File: src/rtl/trace_expect_mem.sv
// Expected-result table: clocked write port, combinational read by run index.
module trace_expect_mem #(
  parameter int W     = 16,
  parameter int DEPTH = 64
) (
  input  logic                     clk,
  input  logic                     we,
  input  logic [$clog2(DEPTH)-1:0] waddr,
  input  logic [W-1:0]             wdata,
  input  logic [$clog2(DEPTH)-1:0] raddr,
  output logic [W-1:0]             rdata
);
  logic [W-1:0] mem [DEPTH];

  always_ff @(posedge clk)
    if (we) mem[waddr] <= wdata;

  assign rdata = mem[raddr];
endmodule

File: config.mk
export PLATFORM = sky130hd
export DESIGN_NAME = trace_expect_mem
export DESIGN_NICKNAME = d
export VERILOG_FILES = /design/src/rtl/trace_expect_mem.sv
export SDC_FILE = /design/constraint.sdc
export NUM_CORES = 1
export LEC_CHECK = 0
export ABC_AREA = 1
export CAP_MARGIN = 10
export CELL_PAD_IN_SITES_DETAIL_PLACEMENT = 0
export CELL_PAD_IN_SITES_GLOBAL_PLACEMENT = 1
export CORE_MARGIN = 4
export CORE_UTILIZATION = 50
export DETAILED_ROUTE_END_ITERATION = 10
export PLACE_DENSITY = 0.84
export SYNTH_ARGS = -nofsm -noshare
export SYNTH_HDL_FRONTEND = slang
export SYNTH_SLANG_ARGS = --single-unit
File: constraint.sdc
create_clock -name clk -period 4.6 [get_ports clk]
set_clock_uncertainty 0.05 [all_clocks]
set_input_delay 0.69 -clock clk [delete_from_list [all_inputs] [get_ports clk]]
set_output_delay 0.69 -clock clk [all_outputs]
set_load 0.02 [all_outputs]
Word level (Yosys, flattened, before mapping). Memory sizes are Yosys's and may differ from the RTL's. Index checks and enable logic that the tools add are counted.

Register bits after elaboration: 0. Bits in writable memories: 1024. Input bits: 30. Output and inout bits: 16. Logic and storage cells: 3. Memories: 1.

Memory list: mem (depth 64, bits a word 16, rd ports 1, clocked after Yosys merged registers in 0, wr ports 1, line 13) `logic [W-1:0] mem [DEPTH];`.

Mux-type cells: 2.

Operators with widths (count): 1-bit 2-to-1 mux (2).

Depth between registers and ports, before layout.
Depth after elaboration: 2. Gate-level depth with buffers: 12. Mapped depth without buffers: 9.

Worst setup path after synthesis. No wires, ideal clock.

Kind: input -> register. Start point: in we. End point: mem mem[48][0], enable pin. Setup time: 0.431 ns. Arrival: 2.814 ns. Required time: 4.119 ns. Setup slack: 1.306 ns. Stages: 3. Path buffers: 1. Cell sequence: clkbuf_1 -> nand4_1 -> nor4_1.

Word-level cells in the longest chain between the ends: 2.

RTL lines: start: declaration (line 7) `input logic we,`; 1-bit 2-to-1 mux (line 16) `if (we) mem[waddr] <= wdata;`; 1-bit 2-to-1 mux (not written as such) (line 16); end: declaration (line 13).

Every way passes these cells.

Worst setup path after layout.
Start point: in raddr[0]. End point: out rdata[10].

Word-level cells in the longest chain between the ends: 1.

RTL lines: start: declaration (line 10) `input logic [$clog2(DEPTH)-1:0] raddr,`; memory 64 x 16 bit; end: declaration (line 11) `output logic [W-1:0] rdata`.

Every way passes these cells.

==> impl_metrics.toml <==
[outcome]
outcome = "completed"

[timing]
worst_slew_margin_rel_pct = 43.5
achievable_freq_mhz = 240
totalNegativeSetupSlack_ps = 0
final-setup-viol-count = 0
transition_time_of_the_tightest_slew_check_pin_ps = 847
finalCriticalPeriod_ps = 4160
final_max_slew_viol_count = 0
post-route-period-util_pct = 90.5
unrepaired_setup_endpoints_after_global_routing = "no"
finalHoldViolations = 0

[power]
pwr_density_cell_nw_per_um2 = 423
switching_power_uw = 4410
share_clk_of_total_power_pct = 41.3
power_leakage_uw = 0.0169
sw_frac_of_total_pct = 22.3
intPower_uw = 15400
pwr-share-seq_pct = 52.2
share_comb_of_total_power_pct = 6.5
ir_worst_vdd_uv = 417
power.total_uw = 19800

[placed_design]
place.gp.congestion = 0.854
port_buffers = 45
detailedPlacementHpwl_um = 60900

[routing]
detail_route.iter0.violations = 3057
post_drt_via_cell_ratio = 5.75
drt_first_pass_iters = 7
wl_per_cell_um = 23.0
post-route-drc-count = 0
route.vias.total = 27200
routed_wl_um = 108000
drt.antenna.violating_nets = 0

[finish]
reg_top3 = "mem (1024)"
number_of_filler_cells_placed_in_the_layout = 6622
most-common-layout-cells = "nand2_1, edfxtp_1, nand3_1, buf_4, clkbuf_16"
mostFrequentLayoutCell = "nand2_1"
largest_register_ff_count = 1024
max_flop_register = "mem"
final_layout_size_suffix_gt1_share_pct = 8.59
finish.net_count = 3599
syn2layout_area_growth_pct = 12.1
final_core_util_pct = 56.7

[clock_network]
cts.sink_count = 1024
clkTransAtPathRegs_ps = 60
cts.root.buffer_cell = "clkbuf_16"
ctsLongestPathBuffers = 3
ctsHtreeMaxLevel = 3
cts_tree = "yes"
cts_buffers = 105
cts_hold_buf = 0
postCtsSetupBuffers = 0
ctsResizeCount = 0

[min_path]
type_of_the_most_critical_hold_path = "in -> reg"
hold-path-cell-count = 1
timing.hold.worst.start = "wdata[3]"
worst_hold_path.endpoint = "mem[8][3]"

[synthesis]
syn_inst = 3501
synth_seq_cells = 1024
synth_seq_area_share_pct = 73.6
synthesis.area_um2 = 41800
synth_cell_type_count = 15
post_synth.cell_area_avg_um2 = 11.9
synth_fp_nets = 3531
yosys_warnings = 0

[global_route]
grt.total_usage_pct = 24.1
grt_antenna_before_repair = 8
globalRouteOverflowTotal = 0
first_global_vias = 25600
grt_first_pass_wirelength_um = 162000
grt_start_max_net_pins = 111

[floorplanning]
io-pin-count = 46
fp-row-count = 105
fp.dieArea_um2 = 88200
die-width_um = 297
die_height_um = 297
start_util_pct = 50.6
core_area_um2 = 82500

[critical_path]
worstSetupStartpointType = "primary input"
path_class = "in -> out"
worstSetupEndpointType = "output port"
crit_arrival_ps = 3420
critPathRequiredTime_ps = 3860
worst-path-max-fanout = 110

[run]
drv_cap = 0
==> power groups by stage <==
stage,combinational (uW),sequential [uW],clock (uW)
5_1_grt,1400,10300,8680
3_3_place_gp,1270,10500,0
2_1_floorplan,728,10500,0
4_1_cts,1290,10300,8270
3_5_place_dp,1280,10500,0
6_report,1290,10300,8180
==> per-stage QoR <==
step                hold WS (ps)  instances  worst slack (ps)  instance area (um^2)
floorplan                    739       3501              1310                 41800
global placement             963       4532               560                 43500
detailed placement           979       4532               557                 43500
CTS                          283       4724               546                 46800
global route                 297       4724               255                 46800
finish                       317       4725               439                 46800
==> metal layers <==
layer | global-route usage [%] | up-vias | routed length, um
met5 | 0 | - | 43
met4 | 7.07 | 6 | 3090
met2 | 38.3 | 1192 | 50900
met1 | 33.5 | 13300 | 43900
met3 | 5.88 | 184 | 10500
li1 | - | 12500 | -
==> area by class of cell <==
cell class                 instances  area, um^2  share of cell area [%]
clock inverter                    59         509                    1.09
antenna                            1        2.50                 0.00535
sequential                      1024       30700                    65.7
inverter                          12        71.3                   0.152
timing repair buffer             186        1760                    3.76
clock buffer                     133        2800                    5.97
tap                             1070        1340                    2.86
multi-input combinational       2240        9590                    20.5
==> cells in the mapped netlist (all sizes together) <==
| master | count | area share [%] |
|---|---|---|
| nor2 | 56 | 0.50 |
| nand4 | 9 | 0.13 |
| clkbuf | 26 | 0.23 |
| buf | 199 | 3.2 |
| nand3 | 871 | 10 |
| edfxtp | 1024 | 74 |
| nor4 | 8 | 0.12 |
| inv | 12 | 0.13 |
| nand2 | 1296 | 12 |
==> worst max-delay path, stage by stage <==
cell and delay, ps:
buf_8 200, inv_16 340, buf_12 350, nand2_1 90, nand3_1 90, nand3_1 100
nand2_1 120, nand2_1 80, nand3_1 80, nand3_1 330, nand2_1 220, clkdlybuf4s50_1 620
==> how the worst max path moves through the flow <==
stage                     depth (start not counted)         end  slack (ps)     start
after floorplan                                   3  mem[48][0]        1310        we
after global placement                           12   rdata[10]         560  raddr[0]
after detailed placement                         12   rdata[10]         560  raddr[0]
after CTS                                        12   rdata[10]         550  raddr[0]
after global routing                             12   rdata[10]         250  raddr[0]
final                                            12   rdata[10]         440  raddr[0]
==> cells by family after synthesis <==
family | after synthesis | share of synthesized area, %
buf+inv | 237 | 3.56
simple gates | 2240 | 22.8
flops | 1024 | 73.6
Power figures use the tool's default switching activity.
